--- config.mk ---
export PLATFORM = sky130hd
export DESIGN_NAME = uart_tx_flat
export DESIGN_NICKNAME = d
export VERILOG_FILES = /design/src/rtl/uart_tx_if.sv /design/src/rtl/uart_tx.sv /design/src/flat_wrapper.sv
export SDC_FILE = /design/constraint.sdc
export NUM_CORES = 1
export LEC_CHECK = 0
export CAP_MARGIN = 0
export CORE_AREA = 3 3 47 58
export DETAILED_ROUTE_END_ITERATION = 12
export DIE_AREA = 0 0 50 61
export PLACE_DENSITY = 0.78
export REMOVE_ABC_BUFFERS = 1
export SLEW_MARGIN = 10
export SYNTH_ARGS = -nofsm -noshare
export SYNTH_HDL_FRONTEND = slang
export SYNTH_SLANG_ARGS = --single-unit
--- constraint.sdc ---
create_clock -name clk -period 2.8 [get_ports clk]
set_input_delay 0.56 -clock clk [delete_from_list [all_inputs] [get_ports clk]]
set_output_delay 0.56 -clock clk [all_outputs]
set_load 0.005 [all_outputs]
--- src/rtl/uart_tx_if.sv ---
// Character handshake between a UART transmitter and its sender.
// The sender drives data/valid on the master modport and the transmitter answers with ready.
interface uart_tx_if;
    logic [7:0] tx_data;
    logic       tx_valid;
    logic       tx_ready;

    modport master (output tx_data, output tx_valid, input tx_ready);
    modport slave  (input tx_data, input tx_valid, output tx_ready);
endinterface

--- src/rtl/uart_tx.sv ---
// UART transmitter: serialises one latched character per baud_tick as start/data/parity/stop.
// Optional line-break support is enabled with the UART_TX_BREAK_EN macro (adds the tx_break port).
module uart_tx #(
    parameter logic IDLE_LEVEL = 1'b1
) (
    input  logic       clk,
    input  logic       rst,
    input  logic       baud_tick,
    input  logic [4:0] cfg_reg,
`ifdef UART_TX_BREAK_EN
    input  logic       tx_break,
`endif
    uart_tx_if.slave   tx_if,
    output logic       tx,
    output logic       tx_busy,
    output logic       tx_done
);

    typedef enum logic [2:0] {
        StIdle,
        StLoad,
        StStart,
        StData,
        StParity,
        StStop
`ifdef UART_TX_BREAK_EN
        , StBreak
`endif
    } state_e;

    state_e     r_state, w_state;
    logic       r_tx, w_tx;
    logic       r_done, w_done;
    logic [7:0] r_data, w_data;
    logic [4:0] r_cfg, w_cfg;
    logic [2:0] r_bit_cnt, w_bit_cnt;
    logic       r_stop_cnt, w_stop_cnt;

    logic       w_ready;
    logic [2:0] w_len_m1;
    logic [7:0] w_mask;
    logic       w_parity;

    // Frame format comes from the shadow copy, never from the live cfg_reg.
    assign w_len_m1 = 3'd4 + {1'b0, r_cfg[1:0]};
    assign w_mask   = 8'hFF >> (2'd3 - r_cfg[1:0]);
    assign w_parity = (^(r_data & w_mask)) ^ r_cfg[4];

    assign w_ready        = (r_state == StIdle);
    assign tx_if.tx_ready = w_ready;
    assign tx_busy        = ~w_ready;
    assign tx             = r_tx;
    assign tx_done        = r_done;

    always_comb begin
        w_state    = r_state;
        w_tx       = r_tx;
        w_done     = 1'b0;
        w_data     = r_data;
        w_cfg      = r_cfg;
        w_bit_cnt  = r_bit_cnt;
        w_stop_cnt = r_stop_cnt;
        case (r_state)
            StIdle: begin
                w_tx = IDLE_LEVEL;
`ifdef UART_TX_BREAK_EN
                if (tx_break) begin
                    w_state = StBreak;
                    w_tx    = ~IDLE_LEVEL;
                end else
`endif
                if (tx_if.tx_valid) begin
                    w_state = StLoad;
                    w_data  = tx_if.tx_data;
                    w_cfg   = cfg_reg;
                end
            end
            StLoad: begin
                if (baud_tick) begin
                    w_tx    = ~IDLE_LEVEL;
                    w_state = StStart;
                end
            end
            StStart: begin
                if (baud_tick) begin
                    w_tx      = r_data[0];
                    w_bit_cnt = 3'd0;
                    w_state   = StData;
                end
            end
            StData: begin
                if (baud_tick) begin
                    if (r_bit_cnt < w_len_m1) begin
                        w_bit_cnt = r_bit_cnt + 3'd1;
                        w_tx      = r_data[w_bit_cnt];
                    end else if (r_cfg[3]) begin
                        w_tx    = w_parity;
                        w_state = StParity;
                    end else begin
                        w_tx       = IDLE_LEVEL;
                        w_stop_cnt = 1'b0;
                        w_state    = StStop;
                    end
                end
            end
            StParity: begin
                if (baud_tick) begin
                    w_tx       = IDLE_LEVEL;
                    w_stop_cnt = 1'b0;
                    w_state    = StStop;
                end
            end
            StStop: begin
                if (baud_tick) begin
                    if (!r_stop_cnt && r_cfg[2]) begin
                        w_stop_cnt = 1'b1;
                    end else begin
                        w_done  = 1'b1;
                        w_state = StIdle;
                    end
                end
            end
`ifdef UART_TX_BREAK_EN
            StBreak: begin
                w_tx = ~IDLE_LEVEL;
                if (baud_tick && !tx_break) begin
                    w_tx    = IDLE_LEVEL;
                    w_state = StIdle;
                end
            end
`endif
            default: begin
                w_tx    = IDLE_LEVEL;
                w_state = StIdle;
            end
        endcase
    end

    always_ff @(posedge clk) begin
        if (rst) begin
            r_state    <= StIdle;
            r_tx       <= IDLE_LEVEL;
            r_done     <= 1'b0;
            r_data     <= 8'h00;
            r_cfg      <= 5'h00;
            r_bit_cnt  <= 3'd0;
            r_stop_cnt <= 1'b0;
        end else begin
            r_state    <= w_state;
            r_tx       <= w_tx;
            r_done     <= w_done;
            r_data     <= w_data;
            r_cfg      <= w_cfg;
            r_bit_cnt  <= w_bit_cnt;
            r_stop_cnt <= w_stop_cnt;
        end
    end

endmodule

--- src/flat_wrapper.sv ---
// flat-port wrapper written by rule: the top's interface ports become plain ports
module uart_tx_flat 
#(
    parameter logic IDLE_LEVEL = 1'b1
)
  (clk, rst, baud_tick, cfg_reg, tx, tx_busy, tx_done, tx_if_tx_data, tx_if_tx_valid, tx_if_tx_ready);
  uart_tx_if tx_if_i ();
  input  logic clk;
  input  logic rst;
  input  logic baud_tick;
  input  logic [4:0] cfg_reg;
  output logic tx;
  output logic tx_busy;
  output logic tx_done;
  input wire logic [$bits(tx_if_i.tx_data)-1:0] tx_if_tx_data;
  input wire logic [$bits(tx_if_i.tx_valid)-1:0] tx_if_tx_valid;
  output wire logic [$bits(tx_if_i.tx_ready)-1:0] tx_if_tx_ready;
  assign tx_if_i.tx_data = tx_if_tx_data;
  assign tx_if_i.tx_valid = tx_if_tx_valid;
  assign tx_if_tx_ready = tx_if_i.tx_ready;
  uart_tx #(.IDLE_LEVEL(IDLE_LEVEL)) u_core (.clk(clk), .rst(rst), .baud_tick(baud_tick), .cfg_reg(cfg_reg), .tx_if(tx_if_i), .tx(tx), .tx_busy(tx_busy), .tx_done(tx_done));
endmodule
; ---- Word level (Yosys, flattened, before mapping)
; Cells that the tools add are included.
[word_totals]
reg_bits = 22
input_bits = 17
wordCells = 76
[classes]
addsub = 3
magnitude_cmp = 2
n_eq_ne = 16
n_shift = 1
n_mux = 30
n_bitwise = 5
n_reduce_logical = 12
[ops]
columns = op, count
row1 = $mux W3, 11
row2 = $ne A2 B2 Y1 const B, 9
row3 = $pmux W3 S6, 1
row4 = $mux W1, 14
row5 = $and A8 B8 Y8, 1
row6 = $reduce_and A8 Y1, 1
row7 = $reduce_xor A8 Y1, 1
row8 = $shr A8 B2 Y8 const A, 1
row9 = $reduce_and A7 Y1, 1
row10 = $eq A3 B2 Y1 const B, 2
row11 = $eq A3 B3 Y1 const B, 2
row12 = $pmux W3 S2, 1
row13 = $pmux W1 S5, 1
row14 = $reduce_and A5 Y1, 1
row15 = $lt A3 B4 Y1 const B, 1
row16 = $ne A2 B1 Y1 const B, 2
row17 = $reduce_and A4 Y1, 1
row18 = $add A3 B1 Y3 const B, 1
row19 = $add A3 B2 Y3 const A, 1
row20 = $bmux W1 S3, 1
row21 = $eq A3 B1 Y1 const B, 1
row22 = $logic_not A3 Y1, 1
row23 = $lt A3 B3 Y1, 1
row24 = $not A1 Y1, 3
row25 = 9 further kinds, 9

; ---- Depth between registers and ports, before layout
; Gate-level depths: netlist of the first run.
[depth]
depth_word = 9
mapped_depth = 8
depth_no_buf = 7

; ---- Least setup slack after synthesis of the first run
; Ideal clock, no wire load.
[synth_timing]
path_type = flip-flop to flip-flop
from = register u_core.r_bit_cnt[0]
to = register u_core.r_tx, in the netlist u_core.tx
setup_ns = 0.139
arrival_ns = 1.559
t_required_ns = 2.661
slack_ns = 1.103
stages_incl_launch_ff = 7
path_buffers = 0
period_less_slack_ns = 1.697
cell_sequence = dfxtp_1 -> ha_1 -> mux4_1 -> mux2i_1 -> a21oi_1 -> o21ai_1 -> a22oi_2
[synth_via]
elab_chain_cells = 6
word_cells_on_any_way = 7
cone_classes = 1 x add/sub / 1 x order compare / 5 x mux
[synth_lines]
columns = element, line
row1 = "start, declared", uart_tx.sv:36  ; logic [2:0] r_bit_cnt, w_bit_cnt;
row2 = "start signal, assigned", uart_tx.sv:154  ; r_bit_cnt <= w_bit_cnt;
row3 = $add A3 B1 Y3, uart_tx.sv:94  ; w_bit_cnt = r_bit_cnt + 3'd1;
row4 = $bmux W1 S3, uart_tx.sv:95  ; w_tx = r_data[w_bit_cnt];
row5 = $mux W1 (not written as such), uart_tx.sv:95
row6 = $mux W1 (*), uart_tx.sv:93  ; if (r_bit_cnt < w_len_m1) begin
row7 = $mux W1 (*), uart_tx.sv:92  ; if (baud_tick) begin
row8 = $pmux W1 S5 (*), uart_tx.sv:63  ; case (r_state)
row9 = "end signal, assigned", uart_tx.sv:150  ; r_tx <= w_tx;
row10 = "end, declared", uart_tx.sv:32  ; logic r_tx, w_tx;
; Mark *: on every way between the ends. The rest lies on a longest branch, timed or not. The select of a mux whose other input is x is not followed.
; A chain may end at the register's enable or synchronous reset.

; ---- Final worst setup path of the first run
[layout_timing]
from = register u_core.r_state[2]
to = output tx_if_tx_ready
[layout_via]
elab_chain_cells = 1
[layout_lines]
columns = element, line
row1 = "start, declared", uart_tx.sv:31  ; state_e r_state, w_state;
row2 = "start signal, assigned", uart_tx.sv:141  ; r_state <= StIdle;
row3 = "start signal, assigned", uart_tx.sv:149  ; r_state <= w_state;
row4 = $logic_not A3 Y1, uart_tx.sv:49  ; assign w_ready = (r_state == StIdle);
row5 = "end, declared", flat_wrapper.sv:17  ; output wire logic [$bits(tx_if_i.tx_ready)-1:0] tx_if_tx_ready;
; Every way passes these cells.

==> results of run 1 <==
[stage by stage]
step                      instance area, µm²  cells  hold slack [ps]  power, µW
after detailed placement                1410    195              470        502
after CTS                               1450    199              488        675
final                                   1450    199              481        669
after global routing                    1450    199              510        704
after floorplan                         1170    143              437        442
after global placement                  1410    195              458        498
[final cells by class]
class	instances	area share
Timing Repair Buffer	21	0.143
Multi-Input combinational cell	117	0.491
Inverter	4	0.0104
Sequential cell	22	0.304
Tap cell	31	0.0267
Clock buffer	4	0.0250
[per-layer routing]
layer	vias to the layer above	global-route usage	part of all wire
li1	561	-	-
met5	-	0	0
met1	501	0.205	0.44
met2	26	0.299	0.51
met4	0	0.0711	0.0084
met3	2	0.0418	0.041
[report_power, final]
group	internal, µW	leakage [µW]	switching [µW]
Combinational	79.3	0.000331	62.0
Clock	79.2	0.0000210	95.0
Sequential	331	0.000180	22.7
[sequential cells by signal (all words and copies together), names as in the netlist]
| name | count |
|---|---|
| u_core.r_data | 8 |
| u_core.r_cfg | 5 |
| u_core.r_bit_cnt | 3 |
| u_core.r_state | 3 |
| u_core.r_stop_cnt | 1 |
| u_core.tx | 1 |
| u_core.tx_done | 1 |
[worst max-delay path: stages (launching register included)]
cell	delay, ps
dfxtp_1	450
nor3_1	380
clkdlybuf4s50_1	570
[kinds of logic after synthesis]
group	Yosys count
and+or+nand+nor	63
AOI/OAI and AO/OA	42
DFF	22
buffers and inverters	13
xor gates and xnor gates	7
muxes	3
adders and majority gates	2
[layout by cell type, fill, tap and decap left out, types with 2 or more instances in the layout]
master / n
a21oi_1: 25
clkbuf_4: 3
clkdlybuf4s50_1: 20
dfxtp_1: 22
ha_1: 2
inv_1: 4
nand2_1: 37
nand3_1: 3
nor2_1: 4
nor2b_1: 3
nor3_1: 4
o21ai_0: 6
xnor2_1: 4
xor2_1: 2
[worst paths after layout]
check / slack [ps] / from / depth (start not counted) / to
min reg2reg: 480 / u_core.r_cfg[4] / 2 / u_core.r_cfg[4]
min: 480 / u_core.r_cfg[4] / 2 / u_core.r_cfg[4]
max reg2reg: 910 / u_core.r_bit_cnt[0] / 6 / u_core.tx
max: 550 / u_core.r_state[2] / 2 / tx_if_tx_ready
==> impl_metrics.json, run 1 <==
{
  "drtPass1Iterations": 4,
  "start_util": 0.537,
  "antenna_found_initial": 0,
  "synth-xor-area-share": 0.0619,
  "post_cts_buffers": 0,
  "yosysWarnings": 0,
  "grt_pass1_wl_mm": 4.08,
  "rows": 19,
  "synthCells": 152,
  "drive_above_1_share": 0.0714,
  "pre_cts_ws_ps": 773,
  "post-route-min-period_ps": 2250,
  "clk_pin_slew_ps": 120,
  "fin_crit_sh": 0.805,
  "area_growth_syn_to_layout_pct": 19.5,
  "grt_setup_unrepaired": "false",
  "utilization": 0.642,
  "ctsLongestPathBuffers": 2,
  "slew_headroom": 0.707,
  "synth_fa_ha_area_frac": 0.0206,
  "yosys-top-cells-count": "nand2_1 (37), a21oi_1 (25), dfxtp_1 (22), o21ai_0 (6)",
  "vdd_ir_drop_max_mv": 0.356,
  "nFillCells": 204,
  "synth_top_area_cell": "dfxtp_1",
  "cts.repair.resized": 0,
  "synth_area_leaders": "dfxtp_1 (36%), nand2_1 (11%), a21oi_1 (10%), xnor2_1 (2.9%), o21ai_0 (2.5%)",
  "via_per_inst": 5.48,
  "dieArea_mm2": 0.00305,
  "synth-edff-count": 0,
  "hold_class": "reg2reg",
  "criticalPathCategory": "reg2out",
  "drc_errors": 0,
  "ios": 21,
  "hold_violations": 0,
  "drtIter0Drc": 45,
  "grt_usage": 0.172,
  "core_mm2": 0.00226,
  "place_congestion": 0.883,
  "end_kind": "primary output",
  "finalSetupViolations": 0,
  "n_antenna_cell": 0,
  "synth.avg_cell_area_um2": 7.98,
  "vias": 1090,
  "fin_skew_ps": 4.73,
  "synthArstFlopShare": 0,
  "cts_root_buf": "clkbuf_4",
  "wirelength_mm": 2.39,
  "cts_hold_buffers": 0,
  "crit_arrival_ps": 1690,
  "synth_seq_area_share": 0.363,
  "multi_input_area_um2": 712,
  "worst_pin_slew_ps": 439,
  "wl_per_cell_um": 12.0,
  "seqCellArea_um2": 440,
  "syn_area_mm2": 0.00121,
  "clock-sinks": 22,
  "synthSimpleGateAreaFrac": 0.248,
  "synth.area.mux_share": 0.0485,
  "synth_top_family_by_area": "simple AND/OR/NAND/NOR gates",
  "num-nets-final": 188,
  "htreeDepth": 1,
  "port_buffers": 20,
  "tritoncts": "yes",
  "cts_buffers": 3,
  "clkLatencyLatePin_ps": 300,
  "first_global_vias": 948,
  "synth_top_area_share": 0.363,
  "synth_cell_types": 42,
  "power.density_mw_per_mm2": 461,
  "power.leakage_uw": 0.000532,
  "gr-total-overflow": 0,
  "maxCapViolCount": 0,
  "place_hpwl_mm": 1.84,
  "slew_violations": 0,
  "status": "completed",
  "setup_tns_ps": 0,
  "final.setup.worst_slack_ps": 545,
  "ys_ff_latch": 22,
  "synth_compound_area_frac": 0.207,
  "fp.dieW_um": 50,
  "die_y_um": 61,
  "grt_max_degree": 17,
  "timing.fmax_mhz": 443,
  "start_kind": "register",
  "synth_ff_type": "dfxtp_1",
  "crit_required_ps": 2240,
  "yosysMostFrequentCell": "nand2_1",
  "crit_path_max_fanout": 13,
  "ant_nets": 0
}
(Power assumes the default switching activity.)
==> inputs of run 2 (changes only) <==
--- a/config.mk
+++ b/config.mk
@@ -6,10 +6,10 @@
 export NUM_CORES = 1
 export LEC_CHECK = 0
 export CAP_MARGIN = 0
-export CORE_AREA = 3 3 47 58
+export CORE_AREA = 3 3 49 60
 export DETAILED_ROUTE_END_ITERATION = 12
-export DIE_AREA = 0 0 50 61
-export PLACE_DENSITY = 0.78
+export DIE_AREA = 0 0 52 63
+export PLACE_DENSITY = 0.73
 export REMOVE_ABC_BUFFERS = 1
 export SLEW_MARGIN = 10
 export SYNTH_ARGS = -nofsm -noshare
==> constraint.sdc (replaced) <==
create_clock -name clk -period 2.3 [get_ports clk]
set_input_delay 0.46 -clock clk [delete_from_list [all_inputs] [get_ports clk]]
set_output_delay 0.46 -clock clk [all_outputs]
set_load 0.005 [all_outputs]
==> impl_metrics.json, run 2 (synthesis results as in run 1) <==
{
  "n_antenna_cell": 0,
  "end_kind": "primary output",
  "regMostFlops": "u_core.r_data",
  "status": "completed",
  "gr-total-overflow": 0,
  "grt_max_degree": 15,
  "htreeDepth": 1,
  "maxCapViolCount": 0,
  "reg.largest.list": "u_core.r_data (8), u_core.r_cfg (5)",
  "cts_root_buf": "clkbuf_4",
  "antenna_found_initial": 0,
  "layout_commonest_cell": "nand2_1",
  "p_int_uw": 600,
  "post_cts_buffers": 0,
  "setup_tns_ps": 0,
  "cts_buffers": 3,
  "post-route-cell-area_mm2": 0.00147,
  "hold_class": "reg2reg",
  "area_growth_syn_to_layout_pct": 21.3,
  "drive_above_1_share": 0.0882,
  "utilization": 0.594,
  "via_per_inst": 5.54,
  "clock-sinks": 22,
  "hold_violations": 0,
  "ant_nets": 0,
  "timing.fmax_mhz": 463,
  "place_area_mm2": 0.00143,
  "total_power_uw": 822,
  "max_stage_delay_ps": 570,
  "final.setup.worst_slack_ps": 142,
  "grt_usage": 0.169,
  "start_util": 0.490,
  "clkLatencyLatePin_ps": 300,
  "port_buffers": 20,
  "p_seq_frac": 0.518,
  "place_hpwl_mm": 1.93,
  "crit_path_max_fanout": 13,
  "crit_arrival_ps": 1700,
  "dieArea_mm2": 0.00328,
  "pre_cts_ws_ps": 365,
  "vdd_ir_drop_max_mv": 0.362,
  "ctsLongestPathBuffers": 2,
  "place_congestion": 0.849,
  "slowest_stage": "clkdlybuf4s50_1",
  "final_cell_mix": "nand2_1 (37), a21oi_1 (25), dfxtp_1 (22)",
  "drtIter0Drc": 43,
  "ios": 21,
  "tritoncts": "yes",
  "slew_violations": 0,
  "worst_pin_slew_ps": 452,
  "fin_crit_sh": 0.938,
  "clkPwrFrac": 0.255,
  "p_switching_uw": 222,
  "core_mm2": 0.00248,
  "crit_family": "buffers and inverters",
  "grt_pass1_wl_mm": 4.43,
  "power.density_mw_per_mm2": 558,
  "pwr-share-comb": 0.227,
  "crit_required_ps": 1840,
  "power.leakage_uw": 0.000543,
  "clk_pin_slew_ps": 120,
  "wirelength_mm": 2.52,
  "fp.dieW_um": 52,
  "post-route-min-period_ps": 2160,
  "finalSetupViolations": 0,
  "drc_errors": 0,
  "start_kind": "register",
  "die_y_um": 63,
  "grt_setup_unrepaired": "false",
  "first_global_vias": 1018,
  "drtPass1Iterations": 4,
  "largest_reg_flops": 8,
  "rows": 20,
  "crit_chain": "nor3_2, clkdlybuf4s50_1",
  "vias": 1125,
  "wl_per_cell_um": 12.4,
  "path_buf_inv": 1,
  "num-nets-final": 190,
  "criticalPathCategory": "reg2out",
  "switching_share": 0.270,
  "slew_headroom": 0.698,
  "fin_skew_ps": 7.22
}
[run 2: cell types whose count changed in the layout (fill, tap and decap cells not counted), sizes merged]
cell,change
buf,+2
[run 2: worst register-to-register path: stages (launching register included)]
cell	delay (ps)
dfxtp_1	390
ha_1	370
mux4_1	570
mux2i_1	150
a21oi_1	80
o21ai_1	100
a22oi_2	70
[run 2: final timing paths]
kind	depth (start not counted)	slack, ps	endpoint	start
max reg2reg	6	470	u_core.tx	u_core.r_bit_cnt[0]
max	2	140	tx_if_tx_ready	u_core.r_state[2]
min	2	480	u_core.r_cfg[2]	u_core.r_cfg[2]
min reg2reg	2	480	u_core.r_cfg[2]	u_core.r_cfg[2]
[run 2: timing repair]
action | 4_1_cts | 5_1_grt
resized for setup | 0 | 1
hold buffers | 0 | 0
endpoints found under the setup margin | 0 | 2
[run 2: cell type report]
| cell class | instances | area (µm²) |
|---|---|---|
| multi-input combinational | 117 | 717 |
| inverter | 4 | 15.0 |
| tap | 33 | 41.3 |
| sequential | 22 | 440 |
| timing repair buffer | 23 | 223 |
| fill | 222 | 1000 |
| clock buffer | 4 | 36.3 |
[run 2: per-stage QoR]
| step | std cells | hold slack, ps |
|---|---|---|
| after floorplan | 143 | 437 |
| after global placement | 199 | 454 |
| after detailed placement | 199 | 459 |
| after CTS | 203 | 477 |
| after global routing | 203 | 493 |
| final | 203 | 480 |
[run 2: power by group through the flow]
stage	sequential (µW)	clock, µW	combinational, µW
floorplan	432	0	106
global placement	432	0	181
detailed placement	433	0	185
CTS	425	221	186
global route	429	236	206
finish	426	209	186
[run 2: routing by layer]
| layer | part of all wire | global-route usage | vias to the layer above |
|---|---|---|---|
| met1 | 0.43 | 0.231 | 530 |
| met4 | 0.0076 | 0.0459 | 0 |
| met5 | 0 | 0 | - |
| met3 | 0.037 | 0.0215 | 2 |
| li1 | - | - | 568 |
| met2 | 0.52 | 0.274 | 25 |
